==> config.mk <==
export PLATFORM = sky130hd
export DESIGN_NAME = uart_tx_mmio
export DESIGN_NICKNAME = d
export VERILOG_FILES = /design/src/rtl/uart_tx_mmio.sv
export SDC_FILE = /design/constraint.sdc
export NUM_CORES = 1
export LEC_CHECK = 0
export BUFFER_PORTS_ARGS = -buffer_cell sky130_fd_sc_hd__clkbuf_2
export CORE_ASPECT_RATIO = 0.5
export CORE_MARGIN = 1.5
export CORE_UTILIZATION = 59
export DETAILED_ROUTE_END_ITERATION = 16
export HOLD_SLACK_MARGIN = 0.02
export PLACE_DENSITY = 0.84
export SLEW_MARGIN = 20
export SYNTH_ARGS = -nofsm -noshare
export SYNTH_HDL_FRONTEND = slang
export SYNTH_SLANG_ARGS = --single-unit
==> constraint.sdc <==
create_clock -name clk -period 4.3 [get_ports clk]
set_input_delay 0.645 -clock clk [delete_from_list [all_inputs] [get_ports clk]]
set_output_delay 0.645 -clock clk [all_outputs]
set_load 0.01 [all_outputs]
==> src/rtl/uart_tx_mmio.sv <==
// rtl/uart_tx_mmio.sv - memory-mapped 8N1 UART transmitter with TX FIFO on the core data port
module uart_tx_mmio #(
    parameter logic [31:0] BASE_ADDR   = 32'h1000_0000,
    parameter int          FIFO_DEPTH  = 16,
    parameter logic [15:0] DEFAULT_DIV = 16'd868
) (
    input  logic        clk,
    input  logic        rst,
    input  logic [31:0] d_addr,
    input  logic [3:0]  d_we,
    input  logic [31:0] d_wr_data,
    output logic [31:0] d_rd_data,
    output logic        rd_hit,
    output logic        tx,
    output logic        irq
);
    localparam int PTR_W = (FIFO_DEPTH > 1) ? $clog2(FIFO_DEPTH) : 1;

    typedef enum logic [1:0] {IDLE, START, DATA, STOP} state_t;

    state_t           state;
    logic [7:0]       mem [FIFO_DEPTH];
    logic [PTR_W-1:0] wr_ptr;
    logic [PTR_W-1:0] rd_ptr;
    logic [4:0]       count;
    logic             ovf;
    logic [15:0]      div;
    logic [15:0]      period;
    logic [15:0]      bit_cnt;
    logic [2:0]       bit_idx;
    logic [7:0]       shreg;

    logic        hit;
    logic [1:0]  offset;
    logic        full;
    logic        empty;
    logic        push_req;
    logic        push;
    logic        pop;
    logic        bit_done;
    logic        frame_end;
    logic        next_idle;
    logic        ovf_clr;
    logic [4:0]  count_next;
    logic [15:0] div_eff;
    logic [31:0] status;
    logic [31:0] rd_val;
    logic        unused_bits;

    assign hit       = (d_addr[31:4] == BASE_ADDR[31:4]);
    assign offset    = d_addr[3:2];
    assign full      = (count == 5'(FIFO_DEPTH));
    assign empty     = (count == 5'd0);
    assign push_req  = hit && (offset == 2'd0) && d_we[0];
    assign push      = push_req && !full;
    assign bit_done  = (bit_cnt == 16'd0);
    assign frame_end = (state == STOP) && bit_done;
    // Pops are decided purely from pre-edge occupancy, so a byte written this cycle cannot fall through.
    assign pop       = !empty && ((state == IDLE) || frame_end);
    assign next_idle = empty && ((state == IDLE) || frame_end);
    assign count_next = count + 5'(push) - 5'(pop);
    assign ovf_clr   = hit && (offset == 2'd1) && d_we[0] && d_wr_data[3];
    assign div_eff   = (div == 16'd0) ? 16'd1 : div;
    assign status    = {19'd0, count, 4'd0, ovf, (state != IDLE), empty, full};
    assign unused_bits = ^{d_addr[1:0], d_we[3:2], d_wr_data[31:16]};

    always_comb begin
        rd_val = 32'd0;
        if (hit) begin
            case (offset)
                2'd1:    rd_val = status;
                2'd2:    rd_val = {16'd0, div};
                default: rd_val = 32'd0;
            endcase
        end
    end

    always_ff @(posedge clk) begin
        if (push) begin
            mem[wr_ptr] <= d_wr_data[7:0];
        end
    end

    always_ff @(posedge clk or negedge rst) begin
        if (!rst) begin
            wr_ptr    <= '0;
            rd_ptr    <= '0;
            count     <= 5'd0;
            ovf       <= 1'b0;
            div       <= DEFAULT_DIV;
            d_rd_data <= 32'd0;
            rd_hit    <= 1'b0;
        end else begin
            d_rd_data <= rd_val;
            rd_hit    <= hit;
            count     <= count_next;
            if (push) begin
                wr_ptr <= wr_ptr + 1'b1;
            end
            if (pop) begin
                rd_ptr <= rd_ptr + 1'b1;
            end
            if (push_req && full) begin
                ovf <= 1'b1;
            end else if (ovf_clr) begin
                ovf <= 1'b0;
            end
            if (hit && (offset == 2'd2)) begin
                if (d_we[0]) div[7:0]  <= d_wr_data[7:0];
                if (d_we[1]) div[15:8] <= d_wr_data[15:8];
            end
        end
    end

    always_ff @(posedge clk or negedge rst) begin
        if (!rst) begin
            state   <= IDLE;
            tx      <= 1'b1;
            irq     <= 1'b1;
            period  <= 16'd1;
            bit_cnt <= 16'd0;
            bit_idx <= 3'd0;
            shreg   <= 8'd0;
        end else begin
            irq <= (count_next == 5'd0) && next_idle;
            if (pop) begin
                // Period is sampled here so DIV writes mid-frame only affect later frames.
                shreg   <= mem[rd_ptr];
                period  <= div_eff;
                bit_cnt <= div_eff - 16'd1;
                state   <= START;
                tx      <= 1'b0;
            end else begin
                case (state)
                    IDLE: begin
                        tx <= 1'b1;
                    end
                    START: begin
                        if (bit_done) begin
                            state   <= DATA;
                            tx      <= shreg[0];
                            shreg   <= shreg >> 1;
                            bit_idx <= 3'd0;
                            bit_cnt <= period - 16'd1;
                        end else begin
                            bit_cnt <= bit_cnt - 16'd1;
                        end
                    end
                    DATA: begin
                        if (bit_done) begin
                            bit_cnt <= period - 16'd1;
                            if (bit_idx == 3'd7) begin
                                state <= STOP;
                                tx    <= 1'b1;
                            end else begin
                                tx      <= shreg[0];
                                shreg   <= shreg >> 1;
                                bit_idx <= bit_idx + 3'd1;
                            end
                        end else begin
                            bit_cnt <= bit_cnt - 16'd1;
                        end
                    end
                    STOP: begin
                        if (bit_done) begin
                            state <= IDLE;
                            tx    <= 1'b1;
                        end else begin
                            bit_cnt <= bit_cnt - 16'd1;
                        end
                    end
                    default: begin
                        state <= IDLE;
                        tx    <= 1'b1;
                    end
                endcase
            end
        end
    end
endmodule

==> results.toml, run 1 <==
[run_status]
status = "completed"

[detailed_routing]
route.vias.total = 6812
wl_per_cell_um = 20.9
ant_nets = 0
vias_per_cell = 6.11
drc = 0
firstDrtPassIters = 5
drtIter0Drc = 592
wl_mm = 23.3

[floorplanning]
start_util_pct = 60.0
fp-row-count = 34
die_area_um2 = 18500
die_h_um = 96.9
io_pins = 105
core-area_um2 = 17300
die_w_um = 191

[global_routing]
met3_usage_pct = 3.96
grt_overflow = 0
grt_pass1_wl_mm = 37.4
grt_antenna_before_repair = 0
grtUsageMet1_pct = 36.7
grt_max_degree = 76
grt_util_met2_pct = 43.6
grt_pass1_vias = 6782
busiest_layer = "met2"
grt_use_total_pct = 26.3

[layout]
diodes = 0
fin_cells = 1114
finalNetCount = 962
syn2layout_area_growth_pct = 12.1
drive_gt1_share_pct = 21.7

[pwr]
power.density_nw_per_um2 = 380
p_clk_share_pct = 42.3
p_sw_share_pct = 21.2
intPower_w = 0.00349
p_switching_w = 0.000937
combPwrFrac_pct = 4.7
p_leak_nw = 4.51
ir_drop_uv = 283
pwr-share-seq_pct = 53.0

[sta]
tns_ns = 0
fin_skew_ns = 0.0113
rsz0062_at_grt = "false"
fin_crit_sh_pct = 81.8
min_period_ns = 3.52
relSlewSlack_pct = 27.0
slew_violations = 0
worst_slew_pin_slew_ns = 1.09
setup_viol = 0
fmax_mhz = 284
hold_viol_final = 0

[logic_synthesis]
ys_seq_area_share_pct = 59.7
synth_top_area_share_pct = 37.0
synth_edf_count = 128
ys_ff_latch = 222
synth_compound_area_share_pct = 6.93
synth_xor_area_share_pct = 3.62
synth_flop_cell = "edfxtp_1"
synth_top_family_by_area = "simple AND/OR/NAND/NOR gates"
synth_warnings = 0
synth_area_leaders = "edfxtp_1 37%, dfrtp_1 21%, mux4_2 6.7%"
netlist_area_um2 = 10400
synthCells = 794
async_reset_ff_share_pct = 42.3
synth_simple_gate_area_share_pct = 11.3
synth.area.mux_share_pct = 11.2
syn_avg_cell_area_um2 = 13.1
yosys.area_share.adder_pct = 3.20
ys_types = 61
yosys.area.top_type = "edfxtp_1"

[critical_path]
required_ns = 4.70
setup.worst_path.start_class = "flop"
crit_type = "reg2reg"
worst_r2r_path_depth = 18
crit_path_end_kind = "flop"
arrival_ns = 3.91
crit_path_max_fanout = 15

[clock_tree]
clock_tree.buffer_depth = 3
h-tree-depth = 1
postCtsSetupBuffers = 0
clk_pin_slew_ns = 0.06
post_cts_resized = 0
cts-root-buf = "clkbuf_16"
worstSkewPairLatency_ns = 0.50
cts_inserted_buffers = 20
cts.sinks = 222
cts.hold.buffers_added = 0
cts_tree = "built"

[place]
placedCellCount = 1078
routabilityCongestion = 0.913
portBuffers = 68
post-dp-hpwl_mm = 14.8

[min_path]
min_path_type = "in2async"

[job]
maxCapViolations = 0
area by class of cell:
type | instances | area (um2)
clock buffer | 25 | 519
clock inverter | 11 | 163
fill | 1166 | 5660
inverter | 33 | 124
multi-input combinational | 498 | 3830
sequential | 222 | 6210
tap | 234 | 293
timing repair buffer | 91 | 515
stage by stage:
stage                     area [um2]  hold slack [ns]  power, W  setup slack [ns]  utilization (%)
after detailed placement       11000            0.520   0.00259             0.855             63.4
final                          11700            0.305   0.00443             0.782             67.3
after floorplan                10500            0.349   0.00250             0.893                -
after global placement         11000            0.489   0.00257             0.942             63.4
after global routing           11700            0.376   0.00457             0.413             67.3
after CTS                      11700            0.334   0.00444             0.801             67.3
synth_stat cells (21+ instances only):
master	instances
nand2_1	83
inv_1	33
nor4_1	33
xnor2_1	33
mux2i_1	23
dfrtp_1	86
mux4_2	31
edfxtp_1	128
mux2_2	21
o21ai_0	23
ha_1	25
nor2_1	41
a21oi_1	27
worst max-delay path, stage by stage, from the launching register on:
cell and delay (ns):
dfrtp_1 0.44, inv_1 0.10, ha_1 0.16, nor4b_1 0.42, nand4_1 0.20, buf_4 0.26, a2bb2oi_2 0.19, inv_1 0.10
ha_1 0.23, inv_1 0.06, ha_1 0.15, inv_1 0.05, fa_1 0.40, inv_1 0.07, a21oi_1 0.06, nor2_1 0.09
nor2_1 0.06, xnor2_1 0.14, nor4b_1 0.25
cell families (layout without fill, tap and decap cells):
group           Yosys count  after routing
mux                      75             75
simple gates            228            228
compound gates          110            110
buf+inv                  89            160
fa+ha+maj                26             26
other cells               1             16
flops                   222            222
xor+xnor                 43             43
placed cells by master, fill, tap and decap left out, types with 5 or more instances in the layout:
| master | n |
|---|---|
| nor3_1 | 10 |
| clkbuf_16 | 20 |
| a221o_1 | 6 |
| and3_1 | 10 |
| clkbuf_2 | 67 |
| mux4_2 | 31 |
| o211ai_1 | 8 |
| o21ai_0 | 23 |
| clkbuf_1 | 5 |
| nand4_1 | 5 |
| inv_1 | 33 |
| a22oi_1 | 10 |
| conb_1 | 16 |
| nor4b_1 | 7 |
| nand2_1 | 83 |
| edfxtp_1 | 128 |
| dfrtp_1 | 85 |
| buf_4 | 24 |
| o21ai_1 | 6 |
| xor2_1 | 10 |
| nand3_1 | 11 |
| mux2_2 | 21 |
| nor2_1 | 41 |
| dfstp_2 | 8 |
| mux2i_1 | 23 |
| a21oi_1 | 27 |
| ha_1 | 25 |
| xnor2_1 | 33 |
| nor4_1 | 33 |
path summary, 6_finish.rpt:
path | from | to | slack (ns)
hold / removal | rst | bit_cnt[7] | 0.30
setup / recovery | bit_cnt[0] | irq | 0.78
setup reg to reg | bit_cnt[0] | irq | 0.78
hold reg to reg | period[0] | period[0] | 0.54
min in group clk | d_wr_data[15] | div[15] | 0.38
max in group asynchronous | rst | period[0] | 3.11
power groups by stage:
stage | sequential (W) | clock [W] | combinational (W)
2_1_floorplan | 0.00238 | 0 | 0.000127
3_3_place_gp | 0.00238 | 0 | 0.000188
3_5_place_dp | 0.00239 | 0 | 0.000200
4_1_cts | 0.00235 | 0.00189 | 0.000206
5_1_grt | 0.00235 | 0.00199 | 0.000232
6_report | 0.00235 | 0.00187 | 0.000206
metal layers:
layer  wire length, um  share of wire (%)  vias to the layer above
li1                  -                  -                     3075
met1              9630                 41                     3399
met2             11500                 49                      294
met3              1590                6.8                       44
met4               569                2.4                        0
met5                 0                  0                        -
state kept, by name, indices dropped and copies added, names as in the netlist, 2 cells and up:
name and cells:
state 2, count 5, shreg 8, wr_ptr 4
div 16, bit_cnt 16, d_rd_data 16, rd_ptr 4
bit_idx 3, period 16, mem 128
No activity file was read; power rests on OpenSTA's default activity.
==> run 2: changes to the inputs <==
--- a/config.mk
+++ b/config.mk
@@ -8,10 +8,10 @@
 export BUFFER_PORTS_ARGS = -buffer_cell sky130_fd_sc_hd__clkbuf_2
 export CORE_ASPECT_RATIO = 0.5
 export CORE_MARGIN = 1.5
-export CORE_UTILIZATION = 59
+export CORE_UTILIZATION = 53
 export DETAILED_ROUTE_END_ITERATION = 16
 export HOLD_SLACK_MARGIN = 0.02
-export PLACE_DENSITY = 0.84
+export PLACE_DENSITY = 0.8
 export SLEW_MARGIN = 20
 export SYNTH_ARGS = -nofsm -noshare
 export SYNTH_HDL_FRONTEND = slang
==> constraint.sdc (replaced) <==
create_clock -name clk -period 3 [get_ports clk]
set_input_delay 0.45 -clock clk [delete_from_list [all_inputs] [get_ports clk]]
set_output_delay 0.45 -clock clk [all_outputs]
set_load 0.01 [all_outputs]
==> run 2 against run 1 <==
Net effect:
- the run now ends with setup timing left
- clock-buffer cell count is 4 higher
- sequential power is 43% higher
- die area is 11% higher
- power is 40% higher
- critical endpoint unchanged
- largest cell class unchanged
- largest power group unchanged
==> results.toml, run 2 (synthesized netlist as in run 1, its figures left out) <==
[pwr]
ir_drop_uv = 340
power.density_nw_per_um2 = 508
p_switching_w = 0.00136
pwr-share-seq_pct = 54.0
p_leak_nw = 4.78
intPower_w = 0.00484
p_sw_share_pct = 21.9
combPwrFrac_pct = 5.9
p_clk_share_pct = 40.1

[job]
maxCapViolations = 0

[global_routing]
grt_antenna_before_repair = 0
grt_pass1_wl_mm = 38.3
grt_max_degree = 54
grt_use_total_pct = 24.2
grt_overflow = 0
grt_pass1_vias = 7125

[detailed_routing]
wl_met1_mm = 9.93
drc = 0
drtIter0Drc = 535
vias_per_cell = 5.86
route.vias.total = 6969
topRoutingLayerUsed = "met4"
wl_met2_mm = 12.1
wl_per_cell_um = 20.1
ant_nets = 0
met3_length_mm = 1.30
firstDrtPassIters = 5
wl_mm = 23.9

[layout]
drive_gt1_share_pct = 28.6
regMostFlops = "mem"
syn2layout_area_growth_pct = 17.4
layout_commonest_cell = "edfxtp_1"
fin_area_um2 = 12200
fillerInstances = 1327
final_cell_mix = "128 x edfxtp_1, 85 x dfrtp_1, 82 x nand2_1"
postLayoutCoreUtil_pct = 64.9
diodes = 0
largest_reg_flops = 128
finalNetCount = 1013

[min_path]
min_path_type = "in2reg"
worstHoldPathCells = 2
min_from = "d_wr_data[14]"

[critical_path]
r2r_slack_ns = -0.07
required_ns = 3.41
arrival_ns = 3.48
crit_type = "reg2reg"
regToRegStartpoint = "count[2]"
startpoint = "count[2]"
crit_path_max_fanout = 4
crit_path_end_kind = "flop"
worst_r2r_path_depth = 17
setup.worst_path.start_class = "flop"

[floorplanning]
die_w_um = 201
fp-row-count = 35
core-area_um2 = 18800
die_h_um = 102
start_util_pct = 55.3
io_pins = 105
die_area_um2 = 20500

[place]
portBuffers = 68
placed_cell_area_um2 = 11400
post-dp-hpwl_mm = 15.7
routabilityCongestion = 0.846

[clock_tree]
cts.sinks = 222
worstSkewPairLatency_ns = 0.51
clock_tree.buffer_depth = 3
cts_tree = "built"
cts_inserted_buffers = 20
cts-root-buf = "clkbuf_16"
clk_pin_slew_ns = 0.06
h-tree-depth = 1

[sta]
fmax_mhz = 326
rsz0062_at_grt = "true"
fin_crit_sh_pct = 102
fin_hold_ws_ns = 0.187
slew_violations = 0
relSlewSlack_pct = 44.8
setup_viol = 1
worst_slew_pin_slew_ns = 0.821
finalWorstSetupSlack_ns = -0.0706
hold_viol_final = 0
min_period_ns = 3.07
fin_skew_ns = 0.0156

[run_status]
status = "finished with violations"
violations = "setup timing"
-- run 2: changes by cell type in the layout (fill, tap and decap cells not counted), sizes merged --
cell	before	now
buf	24	74
bufinv	4	1
clkbuf	92	96
clkinv	7	5
clkinvlp	0	1
dlygate4sd3	0	1
-- run 2: stage by stage --
| stage | power, W | setup WS, ns | setup TNS [ns] | cells |
|---|---|---|---|---|
| 2_1_floorplan | 0.00360 | -0.161 | -0.161 | 809 |
| 3_3_place_gp | 0.00372 | -0.0248 | -0.0248 | 1147 |
| 3_5_place_dp | 0.00374 | -0.161 | -0.161 | 1147 |
| 4_1_cts | 0.00623 | -0.0163 | -0.0163 | 1186 |
| 5_1_grt | 0.00640 | -0.169 | -0.212 | 1190 |
| 6_report | 0.00620 | -0.0706 | -0.0706 | 1190 |
-- run 2: area by class of cell --
class | count | area, um2 | area share (%)
Inverter | 33 | 126 | 1.04
Clock inverter | 7 | 71.3 | 0.585
Clock buffer | 29 | 554 | 4.54
Timing Repair Buffer | 142 | 926 | 7.59
Multi-Input combinational cell | 498 | 3990 | 32.7
Sequential cell | 222 | 6210 | 50.9
Tap cell | 259 | 324 | 2.66
-- run 2: worst paths after layout --
path                                  end
max in group asynchronous          div[2]
worst min register to register        ovf
worst min-delay path              div[14]
worst max-delay path                  irq
worst max register to register        irq
min in group asynchronous       wr_ptr[1]
-- run 2: metal layers --
metal	global-route usage [%]	up-vias
met5	0	-
met4	7.63	0
met3	3.70	52
met2	43.2	254
met1	31.1	3497
li1	-	3166
-- run 2: what timing repair did --
| item | CTS | global route |
|---|---|---|
| setup endpoints to repair | 1 | 4 |
| pin swaps | 7 | 9 |
| resized for setup | 9 | 10 |
| endpoints found under the hold margin | 38 | 0 |
| hold buffers | 1 | 0 |
| buffers inserted | 2 | 4 |
-- run 2: power groups by stage --
stage                     clock network [W]  registers, W  logic, W
after floorplan                           0       0.00341  0.000189
after global placement                    0       0.00341  0.000314
after detailed placement                  0       0.00341  0.000325
after CTS                           0.00252       0.00335  0.000358
after global routing                0.00264       0.00336  0.000404
final                               0.00248       0.00335  0.000364
-- run 2: worst max-delay path, cell delays in order (launching register included) --
cell and delay, ns:
dfrtp_1 0.40, inv_2 0.08, ha_4 0.12, or4b_4 0.52, nand2_4 0.10, a2bb2oi_4 0.15
inv_2 0.07, ha_4 0.22, inv_4 0.05, ha_4 0.12, inv_2 0.04, fa_2 0.36
inv_2 0.07, a21oi_2 0.04, nor2_1 0.13, nor2_2 0.08, xnor2_2 0.17, nor4b_4 0.24
